### src/rtl/hazard_ctrl_unit_if.sv
// -----------------------------------------------------------------------------
// hazard_ctrl_unit_if
//
// Bundles the pipeline-status inputs and pipeline-control outputs of the
// hazard control unit. Signal names match the MIPS datapath they connect to.
//
// Modports:
//   master : datapath / cache side (drives status, receives control)
//   slave  : hazard_ctrl_unit (receives status, drives control)
//
// Status (master -> slave):
//   ihit, dhit                : cache completion strobes
//   dmem_req_EX_MEM           : dREN|dWEN of the EX/MEM instruction
//   branch_taken_EX_MEM       : resolved taken branch in EX/MEM
//   jump_IF_ID, jr_IF_ID      : J/JAL and JR decoded in IF/ID
//   halt_MEM_WB               : HALT reached MEM/WB
//   dREN_ID_EX, Rt_ID_EX      : load in ID/EX and its destination
//   Rs_IF_ID, Rt_IF_ID        : source registers of the IF/ID instruction
// Control (slave -> master):
//   enable, flush [3:0]       : [0]=IF/ID [1]=ID/EX [2]=EX/MEM [3]=MEM/WB
//   pc_en, PCSrc              : PC update enable and next-PC source select
//   stall_cnt, flush_cnt      : performance counters (zero unless enabled)
// -----------------------------------------------------------------------------
interface hazard_ctrl_unit_if #(
   parameter int unsigned REG_W = 5,
   parameter int unsigned CNT_W = 16
) ();

   logic             ihit;
   logic             dhit;
   logic             dmem_req_EX_MEM;
   logic             branch_taken_EX_MEM;
   logic             jump_IF_ID;
   logic             jr_IF_ID;
   logic             halt_MEM_WB;
   logic             dREN_ID_EX;
   logic [REG_W-1:0] Rt_ID_EX;
   logic [REG_W-1:0] Rs_IF_ID;
   logic [REG_W-1:0] Rt_IF_ID;

   logic [3:0]       enable;
   logic [3:0]       flush;
   logic             pc_en;
   logic [1:0]       PCSrc;
   logic [CNT_W-1:0] stall_cnt;
   logic [CNT_W-1:0] flush_cnt;

   modport master (
      output ihit, dhit, dmem_req_EX_MEM, branch_taken_EX_MEM, jump_IF_ID, jr_IF_ID,
             halt_MEM_WB, dREN_ID_EX, Rt_ID_EX, Rs_IF_ID, Rt_IF_ID,
      input  enable, flush, pc_en, PCSrc, stall_cnt, flush_cnt
   );

   modport slave (
      input  ihit, dhit, dmem_req_EX_MEM, branch_taken_EX_MEM, jump_IF_ID, jr_IF_ID,
             halt_MEM_WB, dREN_ID_EX, Rt_ID_EX, Rs_IF_ID, Rt_IF_ID,
      output enable, flush, pc_en, PCSrc, stall_cnt, flush_cnt
   );

endinterface

### src/rtl/hazard_ctrl_unit.sv
// -----------------------------------------------------------------------------
// hazard_ctrl_unit
//
// Stateful hazard controller for the 5-stage MIPS pipeline. Produces the
// per-pipeline-register enable/flush vectors, the PC enable and the PC-source
// select from the current cache/hazard status and a small FSM
// (run / load-use wait / memory wait / halted) with a bubble counter.
//
// Decision priority each cycle, highest first:
//   halt > data-memory wait > taken branch > load-use (incl. pending bubbles)
//   > jump / jump-register > normal advance
//
// Ports:
//   CLK : rising-edge clock
//   RST : asynchronous active-high reset; while high the outputs are forced to
//         enable=0000, flush=1111, pc_en=0, PCSrc=00
//   bus : hazard_ctrl_unit_if.slave (status in, control out)
//
// Parameters:
//   REG_W    : register-index width
//   LU_STALL : bubbles inserted per load-use hazard (legal range 1..3)
//   CNT_W    : performance counter width
//
// Optional feature (macro HAZARD_PERF_CNT_EN):
//   defined   : stall_cnt counts cycles with pc_en=0 outside halt, flush_cnt
//               counts cycles where a branch/jump/JR drives flush[2:0];
//               both saturate and clear on RST
//   undefined : both counter outputs are tied to zero, no counter flops
// -----------------------------------------------------------------------------
module hazard_ctrl_unit #(
   parameter int unsigned REG_W    = 5,
   parameter int unsigned LU_STALL = 1,
   parameter int unsigned CNT_W    = 16
) (
   input  logic              CLK,
   input  logic              RST,
   hazard_ctrl_unit_if.slave bus
);

   typedef enum logic [1:0] {
      StRun,
      StLuWait,
      StMemWait,
      StHalted
   } state_e;

   // The detection cycle is the first bubble, so the counter holds the rest.
   localparam logic [1:0] LuLoad = 2'(LU_STALL - 1);

   state_e     state_q, state_d;
   logic [1:0] cnt_q, cnt_d;

   logic [REG_W-1:0] rt_ex;
   logic [REG_W-1:0] rs_id;
   logic [REG_W-1:0] rt_id;
   logic             ihit;
   logic             lu_hit;
   logic             mem_stall;
   logic             halt_now;

   logic [3:0] enable_c;
   logic [3:0] flush_c;
   logic       pc_en_c;
   logic [1:0] pcsrc_c;

   assign rt_ex = bus.Rt_ID_EX;
   assign rs_id = bus.Rs_IF_ID;
   assign rt_id = bus.Rt_IF_ID;
   assign ihit  = bus.ihit;

   // $zero never carries a real dependency.
   assign lu_hit = bus.dREN_ID_EX && (rt_ex != '0) && ((rt_ex == rs_id) || (rt_ex == rt_id));

   assign mem_stall = bus.dmem_req_EX_MEM && !bus.dhit;
   assign halt_now  = (state_q == StHalted) || bus.halt_MEM_WB;

   // ---------------------------------------------------------------------------
   // Next-state and output decode
   // ---------------------------------------------------------------------------
   always_comb begin
      state_d  = state_q;
      cnt_d    = cnt_q;
      enable_c = {4{ihit}};
      flush_c  = 4'b0000;
      pc_en_c  = ihit;
      pcsrc_c  = 2'b00;

      if (halt_now) begin
         state_d  = StHalted;
         cnt_d    = 2'd0;
         enable_c = 4'b0000;
         pc_en_c  = 1'b0;
      end else if (mem_stall) begin
         // Whole pipeline freezes; any pending load-use bubbles are kept for later.
         state_d  = StMemWait;
         enable_c = 4'b0000;
         pc_en_c  = 1'b0;
      end else if (bus.branch_taken_EX_MEM) begin
         // Without ihit the flush is withheld; the branch stays in EX/MEM and retries.
         state_d  = StRun;
         cnt_d    = 2'd0;
         pcsrc_c  = 2'b01;
         flush_c  = {1'b0, {3{ihit}}};
      end else if ((cnt_q != 2'd0) || lu_hit) begin
         // Hold PC and IF/ID, inject a bubble into ID/EX, let the load move on.
         enable_c = {ihit, ihit, ihit, 1'b0};
         flush_c  = 4'b0010;
         pc_en_c  = 1'b0;
         cnt_d    = (cnt_q != 2'd0) ? (cnt_q - 2'd1) : LuLoad;
         state_d  = (cnt_d != 2'd0) ? StLuWait : StRun;
      end else if (bus.jump_IF_ID) begin
         state_d    = StRun;
         pcsrc_c    = 2'b10;
         flush_c[0] = ihit;
      end else if (bus.jr_IF_ID) begin
         state_d    = StRun;
         pcsrc_c    = 2'b11;
         flush_c[0] = ihit;
      end else begin
         state_d = StRun;
      end
   end

   // Reset overrides the outputs immediately, not only at the next edge.
   always_comb begin
      bus.enable = enable_c;
      bus.flush  = flush_c;
      bus.pc_en  = pc_en_c;
      bus.PCSrc  = pcsrc_c;
      if (RST) begin
         bus.enable = 4'b0000;
         bus.flush  = 4'b1111;
         bus.pc_en  = 1'b0;
         bus.PCSrc  = 2'b00;
      end
   end

   always_ff @(posedge CLK or posedge RST) begin
      if (RST) begin
         state_q <= StRun;
         cnt_q   <= 2'd0;
      end else begin
         state_q <= state_d;
         cnt_q   <= cnt_d;
      end
   end

   // ---------------------------------------------------------------------------
   // Optional performance counters
   // ---------------------------------------------------------------------------
`ifdef HAZARD_PERF_CNT_EN
   logic [CNT_W-1:0] stall_cnt_q, stall_cnt_d;
   logic [CNT_W-1:0] flush_cnt_q, flush_cnt_d;
   logic             ctrl_flush;

   // A non-zero PCSrc only occurs on branch/jump/JR paths, which flush iff ihit.
   assign ctrl_flush = (pcsrc_c != 2'b00) && ihit;

   always_comb begin
      stall_cnt_d = stall_cnt_q;
      flush_cnt_d = flush_cnt_q;
      if (!pc_en_c && !halt_now && (stall_cnt_q != '1)) begin
         stall_cnt_d = stall_cnt_q + CNT_W'(1);
      end
      if (ctrl_flush && (flush_cnt_q != '1)) begin
         flush_cnt_d = flush_cnt_q + CNT_W'(1);
      end
   end

   always_ff @(posedge CLK or posedge RST) begin
      if (RST) begin
         stall_cnt_q <= '0;
         flush_cnt_q <= '0;
      end else begin
         stall_cnt_q <= stall_cnt_d;
         flush_cnt_q <= flush_cnt_d;
      end
   end

   assign bus.stall_cnt = stall_cnt_q;
   assign bus.flush_cnt = flush_cnt_q;
`else
   assign bus.stall_cnt = {CNT_W{1'b0}};
   assign bus.flush_cnt = {CNT_W{1'b0}};
`endif

endmodule

### src/flat_wrapper.sv
// flat-port wrapper written by rule: the top's interface ports become plain ports
module hazard_ctrl_unit_flat 
#(
   parameter int unsigned REG_W    = 5,
   parameter int unsigned LU_STALL = 1,
   parameter int unsigned CNT_W    = 16
)
  (CLK, RST, bus_ihit, bus_dhit, bus_dmem_req_EX_MEM, bus_branch_taken_EX_MEM, bus_jump_IF_ID, bus_jr_IF_ID, bus_halt_MEM_WB, bus_dREN_ID_EX, bus_Rt_ID_EX, bus_Rs_IF_ID, bus_Rt_IF_ID, bus_enable, bus_flush, bus_pc_en, bus_PCSrc, bus_stall_cnt, bus_flush_cnt);
  hazard_ctrl_unit_if #(.REG_W(REG_W), .CNT_W(CNT_W)) bus_i ();
  input  logic CLK;
  input  logic RST;
  input wire logic [$bits(bus_i.ihit)-1:0] bus_ihit;
  input wire logic [$bits(bus_i.dhit)-1:0] bus_dhit;
  input wire logic [$bits(bus_i.dmem_req_EX_MEM)-1:0] bus_dmem_req_EX_MEM;
  input wire logic [$bits(bus_i.branch_taken_EX_MEM)-1:0] bus_branch_taken_EX_MEM;
  input wire logic [$bits(bus_i.jump_IF_ID)-1:0] bus_jump_IF_ID;
  input wire logic [$bits(bus_i.jr_IF_ID)-1:0] bus_jr_IF_ID;
  input wire logic [$bits(bus_i.halt_MEM_WB)-1:0] bus_halt_MEM_WB;
  input wire logic [$bits(bus_i.dREN_ID_EX)-1:0] bus_dREN_ID_EX;
  input wire logic [$bits(bus_i.Rt_ID_EX)-1:0] bus_Rt_ID_EX;
  input wire logic [$bits(bus_i.Rs_IF_ID)-1:0] bus_Rs_IF_ID;
  input wire logic [$bits(bus_i.Rt_IF_ID)-1:0] bus_Rt_IF_ID;
  output wire logic [$bits(bus_i.enable)-1:0] bus_enable;
  output wire logic [$bits(bus_i.flush)-1:0] bus_flush;
  output wire logic [$bits(bus_i.pc_en)-1:0] bus_pc_en;
  output wire logic [$bits(bus_i.PCSrc)-1:0] bus_PCSrc;
  output wire logic [$bits(bus_i.stall_cnt)-1:0] bus_stall_cnt;
  output wire logic [$bits(bus_i.flush_cnt)-1:0] bus_flush_cnt;
  assign bus_i.ihit = bus_ihit;
  assign bus_i.dhit = bus_dhit;
  assign bus_i.dmem_req_EX_MEM = bus_dmem_req_EX_MEM;
  assign bus_i.branch_taken_EX_MEM = bus_branch_taken_EX_MEM;
  assign bus_i.jump_IF_ID = bus_jump_IF_ID;
  assign bus_i.jr_IF_ID = bus_jr_IF_ID;
  assign bus_i.halt_MEM_WB = bus_halt_MEM_WB;
  assign bus_i.dREN_ID_EX = bus_dREN_ID_EX;
  assign bus_i.Rt_ID_EX = bus_Rt_ID_EX;
  assign bus_i.Rs_IF_ID = bus_Rs_IF_ID;
  assign bus_i.Rt_IF_ID = bus_Rt_IF_ID;
  assign bus_enable = bus_i.enable;
  assign bus_flush = bus_i.flush;
  assign bus_pc_en = bus_i.pc_en;
  assign bus_PCSrc = bus_i.PCSrc;
  assign bus_stall_cnt = bus_i.stall_cnt;
  assign bus_flush_cnt = bus_i.flush_cnt;
  hazard_ctrl_unit #(.REG_W(REG_W), .LU_STALL(LU_STALL), .CNT_W(CNT_W)) u_core (.CLK(CLK), .RST(RST), .bus(bus_i));
endmodule
### config.mk
export PLATFORM = sky130hd
export DESIGN_NAME = hazard_ctrl_unit_flat
export DESIGN_NICKNAME = d
export VERILOG_FILES = /design/src/rtl/hazard_ctrl_unit_if.sv /design/src/rtl/hazard_ctrl_unit.sv /design/src/flat_wrapper.sv
export SDC_FILE = /design/constraint.sdc
export NUM_CORES = 1
export LEC_CHECK = 0
export ABC_CLOCK_PERIOD_IN_PS = 1300
export BUFFER_PORTS_ARGS = -buffer_cell sky130_fd_sc_hd__clkbuf_2
export CORE_ASPECT_RATIO = 1.5
export CORE_MARGIN = 2
export CORE_UTILIZATION = 32
export CTS_CLUSTER_SIZE = 12
export DETAILED_ROUTE_END_ITERATION = 6
export PLACE_DENSITY = 0.86
export SYNTH_ARGS = -nofsm -noshare
export SYNTH_HDL_FRONTEND = slang
export SYNTH_SLANG_ARGS = --single-unit
### constraint.sdc
create_clock -name CLK -period 1.3 [get_ports CLK]
set_input_delay 0.065 -clock CLK [delete_from_list [all_inputs] [get_ports CLK]]
set_output_delay 0.065 -clock CLK [all_outputs]
set_load 0.03 [all_outputs]
Yosys cells after proc, flatten, opt, wreduce, memory -nomap -nowiden
Index checks and enable logic that the tools add are counted.
{ "totals": {"input_bits": 25, "out_inout_bits": 43, "wordCells": 54, "regBits": 4} }
{ "classes": {"reduce_logical": 12, "addsub": 1, "n_eq_ne": 4, "n_mux": 35} }
{ "ops": {"columns": ["operator", "n"], "rows": [
  ["2-bit 2-to-1 mux", 16],
  ["4-bit 2-to-1 mux", 6],
  ["1-bit 2-to-1 mux", 12],
  ["5-bit equality test", 2],
  ["5-bit nonzero test", 1],
  ["2-bit nonzero test", 2],
  ["1-bit logical AND", 3],
  ["1-bit logical OR", 3],
  ["3-bit 2-to-1 mux", 1],
  ["3-bit nonzero test", 1],
  ["2-bit equality test (second input constant)", 1],
  ["2-bit inequality test (second input constant)", 1],
  ["2-bit AND reduction", 1],
  ["2-bit by 1-bit subtractor with 2-bit output (second input constant)", 1],
  ["1-bit logical NOT", 1]
]} }

Depth between registers and ports, before layout
Gate-level depths: netlist of run 1.
{ "logic_depth": {"depth_word": 9, "mapped_depth": 6, "depth_no_buf": 5} }

Worst setup path before layout of run 1
Ideal clock, no wire load.
{ "synth_path": {"path_type": "flip-flop to output port", "from": "reg u_core.state_q[0]", "to": "out bus_enable[0]", "slack_ps": -898, "path_stages_with_launch": 6, "required_ps": 1235, "n_path_buf": 1, "arrival_ps": 2133, "cell_sequence": "dfrtp_1 -> a21oi_1 -> nand2_1 -> nor3_1 -> o21a_1 -> buf_4"} }
{ "synth_via": {"elab_chain_cells": 4} }
{ "synth_lines": {"columns": ["item", "line", "text"], "rows": [
  ["start, declared", "hazard_ctrl_unit.sv:50", "state_e state_q, state_d;"],
  ["start signal, assigned", "hazard_ctrl_unit.sv:140", "state_q <= StRun;"],
  ["start signal, assigned", "hazard_ctrl_unit.sv:143", "state_q <= state_d;"],
  ["2-bit equality test", "hazard_ctrl_unit.sv:75", "assign halt_now = (state_q == StHalted) || bus.halt_MEM_WB;"],
  ["1-bit logical OR", "hazard_ctrl_unit.sv:75", null],
  ["4-bit 2-to-1 mux", "hazard_ctrl_unit.sv:88", "if (halt_now) begin"],
  ["4-bit 2-to-1 mux", "hazard_ctrl_unit.sv:130", "if (RST) begin"],
  ["end, declared", "flat_wrapper.sv:23", "output wire logic [$bits(bus_i.enable)-1:0] bus_enable;"]
]} }
Every way passes these cells.

Final worst setup path of run 1
{ "layout_path": {"from": "reg u_core.state_q[0]", "to": "out bus_flush[0]"} }
{ "layout_via": {"elab_chain_cells": 4} }
{ "layout_lines": {"columns": ["item", "line", "text"], "rows": [
  ["2-bit equality test", "hazard_ctrl_unit.sv:75", null],
  ["1-bit logical OR", "hazard_ctrl_unit.sv:75", null],
  ["4-bit 2-to-1 mux", "hazard_ctrl_unit.sv:88", null],
  ["4-bit 2-to-1 mux", "hazard_ctrl_unit.sv:130", null],
  ["end, declared", "flat_wrapper.sv:24", "output wire logic [$bits(bus_i.flush)-1:0] bus_flush;"]
]} }
Every way passes these cells.

==> reports/results.txt, run 1 <==
outcome -> finished, violations left
violated checks -> setup timing
Hold Violations, Final -> 0
global-route wire length before repair -> 2.24 mm
RSZ-0062 raised after global routing -> true
CTS root buf -> clkbuf_4
Seq. cell area -> 100 um^2
most frequent cell after synthesis -> buf_4
CTS Buffer Depth -> 2
Layout Skew -> 0.00448 ns
grt total ovfl -> 0
global-route usage over all layers -> 11.3%
Post-Syn Instances -> 89
fin crit share -> 122%
die width -> 41.9 um
PD cells -> 563 nW/um^2
sw frac -> 46.4%
sw power -> 263 uW
row count -> 20
yosys warns -> 0
CP Data Arrival Time -> 1.52 ns
CP startpoint -> u_core.state_q[0]$_DFF_PP0_
Clk pwr share -> 27.8%
Data required, critical path -> 1.24 ns
mapped cell area -> 689 um^2
Max Cap Viol -> 0
Final Setup Violations -> 10
r2r setup slk -> 0.33 ns
crit path max-delay cell type -> dfrtp_1
Via Count -> 641
fillers -> 206
area of the multi-input gates -> 508 um^2
leakage -> 0.000514 uW
Slew Limit Fails -> 0
Clk Latency, worst-skew pair -> 0.24 ns
Initial Util -> 34.0%
Int Pwr -> 304 uW
Setup TNS -> -2.15 ns
CP bufs+invs -> 2
ANT nets after route -> 0
Via density -> 4.16
Placer Congestion -> 0.692
pre-CTS setup slack -> -0.228 ns
#FFs+latches synth -> 4
post-synth top area share -> 39.2%
synth top area cells -> buf_4 (39%), dfrtp_1 (15%), xor2_1 (13%)
critical path, cell by cell -> a21oi_2 > nand2_4 > buf_4 > o41ai_4 > clkbuf_8
Crit path largest cell delay -> 0.38 ns
hold path startpoint -> bus_halt_MEM_WB
IO Pins -> 68
post-synth cell types -> 23
Tightest Hold Check Type -> in -> reg
CP top delay family -> compound AO/OA/AOI/OAI gates
drt first-iter violations -> 5
DP HPWL -> 1.27 mm
Crit Path Max Fanout -> 6
DRC violations left -> 0
WL final -> 1.59 mm
crit end category -> output pin
final core utilization -> 49.8%
Crit Reg-Reg Startpoint -> u_core.cnt_q[1]$_DFFE_PP0P_
initial antenna violation count -> 0
fmax -> 632 MHz
Clock Pin Slew Worst Setup and Hold Paths -> 0.04 ns
EDFF count, synth -> 0
vias in the first global route -> 610
Die Span Y -> 60.8 um
CORE AREA -> 2030 um^2
Synth area leader -> buf_4
Final min period -> 1.58 ns
register area share after synthesis -> 14.5%
Gate power share -> 50.1%
Synth Area per Inst -> 7.75 um^2
Pre-antenna DRT Iters -> 2
critical path type -> reg -> out
PnR worst setup slack -> -0.283 ns
die area -> 2550 um^2
Peak VDD IR -> 216 uV
CP Launch Type -> register
wire per inst -> 10.4 um
Synth Flop Type -> dfrtp_1
IO buf count -> 35
CTS Buf Count -> 3
fraction of registers with async set/reset -> 100%
CTS Sinks -> 4
Nets -> 159
ANT cells -> 0
Reg power frac -> 22.1%
CTS tree -> done
H-tree levels -> 1
Synth top cells by count -> buf_4 (36), xor2_1 (10), nor2_1 (8)
pin count of the biggest net entering global routing -> 8
fraction of layout cells with a size suffix above 1 -> 47.0%
Area Overhead vs Synth -> 46.3%
==> flip-flops by register name, summed over array words and instances (netlist names) <==
signal and flops:
u_core.state_q 2, u_core.cnt_q 2
==> timing repair <==
item | CTS | global route
hold buffers | 1 | 0
buffers inserted | 1 | 1
resized for setup | 25 | 13
endpoints found under the setup margin | 10 | 10
pin swaps | 4 | 2
hold endpoints to repair | 4 | 0
==> worst min-delay path, cell delays in order <==
cell      delay, ns
clkbuf_2       0.10
a21o_1         0.10
nor2_1         0.05
==> power groups by stage <==
stage                     Sequential [uW]  Clock [uW]  Combinational [uW]
final                                 125         158                 284
after global routing                  125         161                 302
after CTS                             125         161                 277
after detailed placement              127           0                 264
after global placement                127           0                 261
after floorplan                       127           0                 265
==> layout make-up <==
| class | instances | area share [%] |
|---|---|---|
| Tap cell | 22 | 2.73 |
| Sequential cell | 4 | 9.93 |
| Timing Repair Buffer | 45 | 33.6 |
| Inverter | 3 | 1.12 |
| Clock buffer | 3 | 2.23 |
| Multi-Input combinational cell | 77 | 50.4 |
==> kinds of logic (layout without fill, tap and decap cells) <==
kind of cell	Yosys count	count (layout)	synth area share (%)
compound gates	13	13	13.4
xor+xnor	10	10	12.7
buf+inv	39	51	40.8
flops	4	4	14.5
other cells	1	32	0.544
simple gates	22	22	18.0
==> layout by cell type (no fill, tap or decap), types with 2 or more instances in the layout <==
master,synthesis,layout
nor2b_1,2,2
conb_1,1,32
nor2_2,1,3
dfrtp_1,4,4
nor3_1,3,2
xor2_1,10,10
buf_8,0,5
clkbuf_2,0,25
nand2_1,3,2
inv_1,3,3
clkbuf_8,0,2
nor2_1,8,5
buf_6,0,3
clkbuf_4,0,3
buf_4,36,9
a21oi_2,0,2
o21ai_2,1,2
==> stage by stage <==
step,cells,power (uW),hold slack [ns],area (um^2)
finish,154,567,0.112,1010
global route,154,588,0.151,1010
CTS,153,563,0.110,973
detailed placement,148,391,0.0280,836
global placement,148,388,0.0256,836
floorplan,120,392,-0.169,855
==> per-layer routing <==
metal / vias up / wire length (um) / global-route usage (%)
li1: 310 / - / -
met1: 281 / 473 / 9.22
met2: 46 / 928 / 25.4
met3: 4 / 167 / 2.98
met4: 0 / 25 / 2.76
met5: - / 0 / 0
==> path summary, 6_finish.rpt <==
path	cells after the start	to
worst min-delay path	3	u_core.cnt_q[1]$_DFFE_PP0P_
worst max register to register	5	u_core.cnt_q[0]$_DFFE_PP0P_
worst max-delay path	5	bus_flush[0]
min in group asynchronous	3	u_core.cnt_q[0]$_DFFE_PP0P_
max in group asynchronous	3	u_core.state_q[1]$_DFF_PP0_
worst min register to register	2	u_core.cnt_q[1]$_DFFE_PP0P_
Note: power is estimated with default switching activity, not from simulation.
==> run 2, diff against run 1 <==
- RECOVER_POWER: default -> 50
- SKIP_CTS_REPAIR_TIMING: default -> 1
==> reports/results.txt, run 2 (synthesized netlist as in run 1, its figures left out) <==
Die Span Y -> 60.8 um (unchanged)
ANT nets after route -> 0 (unchanged)
worst hold slack -> 0.0620 ns (was 0.112 ns)
vias in the first global route -> 563 (was 610)
Via density -> 4.18 (was 4.16)
Hold Violations, Final -> 0 (unchanged)
violated checks -> setup timing (unchanged)
largest registers -> u_core.cnt_q (2), u_core.state_q (2) (unchanged)
Layout Skew -> 0.00516 ns (was 0.00448 ns)
Area Overhead vs Synth -> 41.9% (was 46.3%)
Nets -> 158 (was 159)
Clock Pin Slew Worst Setup and Hold Paths -> 0.04 ns (about the same)
Crit Path Max Fanout -> 6 (unchanged)
RSZ-0062 raised after global routing -> true (unchanged)
crit end category -> output pin (unchanged)
fmax -> 628 MHz (was 632 MHz)
CTS Sinks -> 4 (unchanged)
commonest non-fill, non-tap cell in the layout -> conb_1 (unchanged)
fraction of layout cells with a size suffix above 1 -> 46.6% (was 47.0%)
DRC violations left -> 0 (unchanged)
most frequent cells in the layout -> conb_1 (32), clkbuf_2 (24), xor2_1 (10) (was conb_1 (32), clkbuf_2 (25), xor2_1 (10))
die area -> 2550 um^2 (unchanged)
row count -> 20 (unchanged)
initial antenna violation count -> 0 (unchanged)
CP bufs+invs -> 1 (was 2)
wire per inst -> 9.89 um (was 10.4 um)
Int Pwr -> 303 uW (was 304 uW)
Reg power frac -> 22.1% (about the same)
grt total ovfl -> 0 (unchanged)
outcome -> finished, violations left (unchanged)
Slew Limit Fails -> 0 (unchanged)
Max Cap Viol -> 0 (unchanged)
Pre-antenna DRT Iters -> 4 (was 2)
IO Pins -> 68 (unchanged)
Clk Latency, worst-skew pair -> 0.24 ns (about the same)
Placer Congestion -> 0.692 (unchanged)
leakage -> 0.000498 uW (was 0.000514 uW)
CP top delay family -> flip-flops (was compound AO/OA/AOI/OAI gates)
critical path, cell by cell -> a21oi_2 > nand2_4 > nor2_4 > nand4b_1 > o21ai_1 > buf_4 (was a21oi_2 > nand2_4 > buf_4 > o41ai_4 > clkbuf_8)
die width -> 41.9 um (unchanged)
sw power -> 263 uW (about the same)
Clk pwr share -> 27.7% (was 27.8%)
pin count of the biggest net entering global routing -> 8 (unchanged)
Peak VDD IR -> 216 uV (about the same)
drt first-iter violations -> 5 (unchanged)
sw frac -> 46.5% (was 46.4%)
fin crit share -> 123% (was 122%)
Initial Util -> 34.0% (unchanged)
PnR worst setup slack -> -0.293 ns (was -0.283 ns)
Final Setup Violations -> 10 (unchanged)
Final min period -> 1.59 ns (was 1.58 ns)
CTS Buffer Depth -> 2 (unchanged)
PD cells -> 579 nW/um^2 (was 563 nW/um^2)
crit path max-delay cell type -> dfrtp_1 (unchanged)
Gate power share -> 50.2% (was 50.1%)
global-route usage over all layers -> 10.3% (was 11.3%)
ANT cells -> 0 (unchanged)
DP HPWL -> 1.27 mm (unchanged)
CP Data Arrival Time -> 1.53 ns (was 1.52 ns)
CTS Buf Count -> 3 (unchanged)
WL final -> 1.51 mm (was 1.59 mm)
IO buf count -> 35 (unchanged)
CTS root buf -> clkbuf_4 (unchanged)
critical path type -> reg -> out (unchanged)
CTS tree -> done (unchanged)
CP Launch Type -> register (unchanged)
Setup TNS -> -1.95 ns (was -2.15 ns)
H-tree levels -> 1 (unchanged)
Tightest Hold Check Type -> in -> reg (unchanged)
Data required, critical path -> 1.24 ns (about the same)
Crit path largest cell delay -> 0.38 ns (about the same)
global-route wire length before repair -> 2.03 mm (was 2.24 mm)
Via Count -> 639 (was 641)
CORE AREA -> 2030 um^2 (unchanged)
-- run 2: cell types whose count changed in the layout (fill, tap and decap cells not counted), sizes merged --
| cell | change |
|---|---|
| clkbuf | -1 |
-- run 2: routing by layer --
metal  GRT usage [%]  wire length, um
met4            4.15                7
met1            8.32              455
met2            22.5              894
met3            2.98              156
met5               0                0
-- run 2: power by group through the flow --
stage / Sequential (uW) / Combinational (uW) / Clock, uW
after floorplan: 127 / 265 / 0
after CTS: 125 / 265 / 161
after global placement: 127 / 261 / 0
after detailed placement: 127 / 264 / 0
final: 125 / 284 / 157
after global routing: 125 / 302 / 162
-- run 2: worst min-delay path, cell delays in order --
cell      delay (ns)
clkbuf_2        0.10
a21oi_2         0.05
nand2_1         0.05
-- run 2: stage by stage --
stage	setup slack, ns	utilization, %	total power [uW]	instance area (um^2)	std cells
finish	-0.293	48.3	566	978	153
global route	-0.385	48.3	589	978	153
CTS	-0.416	42.3	551	858	151
detailed placement	-0.228	41.2	391	836	148
global placement	-0.213	41.2	388	836	148
floorplan	-0.237	-	392	855	120
-- run 2: area by class of cell --
| class | count | area (um^2) |
|---|---|---|
| clock buffers | 3 | 22.5 |
| well taps | 22 | 27.5 |
| fillers | 216 | 1050 |
| multi-input cells | 77 | 518 |
| repair buffers | 44 | 299 |
| flip-flops and latches | 4 | 100 |
| inverters | 3 | 11.3 |
-- run 2: worst paths after layout --
kind,startpoint,end,slack [ns],depth (start not counted)
setup / recovery,u_core.state_q[1]$_DFF_PP0_,bus_PCSrc[0],-0.29,6
hold / removal,bus_halt_MEM_WB,u_core.state_q[0]$_DFF_PP0_,0.06,3
setup reg to reg,u_core.cnt_q[1]$_DFFE_PP0P_,u_core.cnt_q[0]$_DFFE_PP0P_,0.36,5
hold reg to reg,u_core.state_q[0]$_DFF_PP0_,u_core.state_q[0]$_DFF_PP0_,0.51,2
max in group asynchronous,RST,u_core.state_q[1]$_DFF_PP0_,0.77,3
min in group asynchronous,RST,u_core.cnt_q[0]$_DFFE_PP0P_,0.37,3
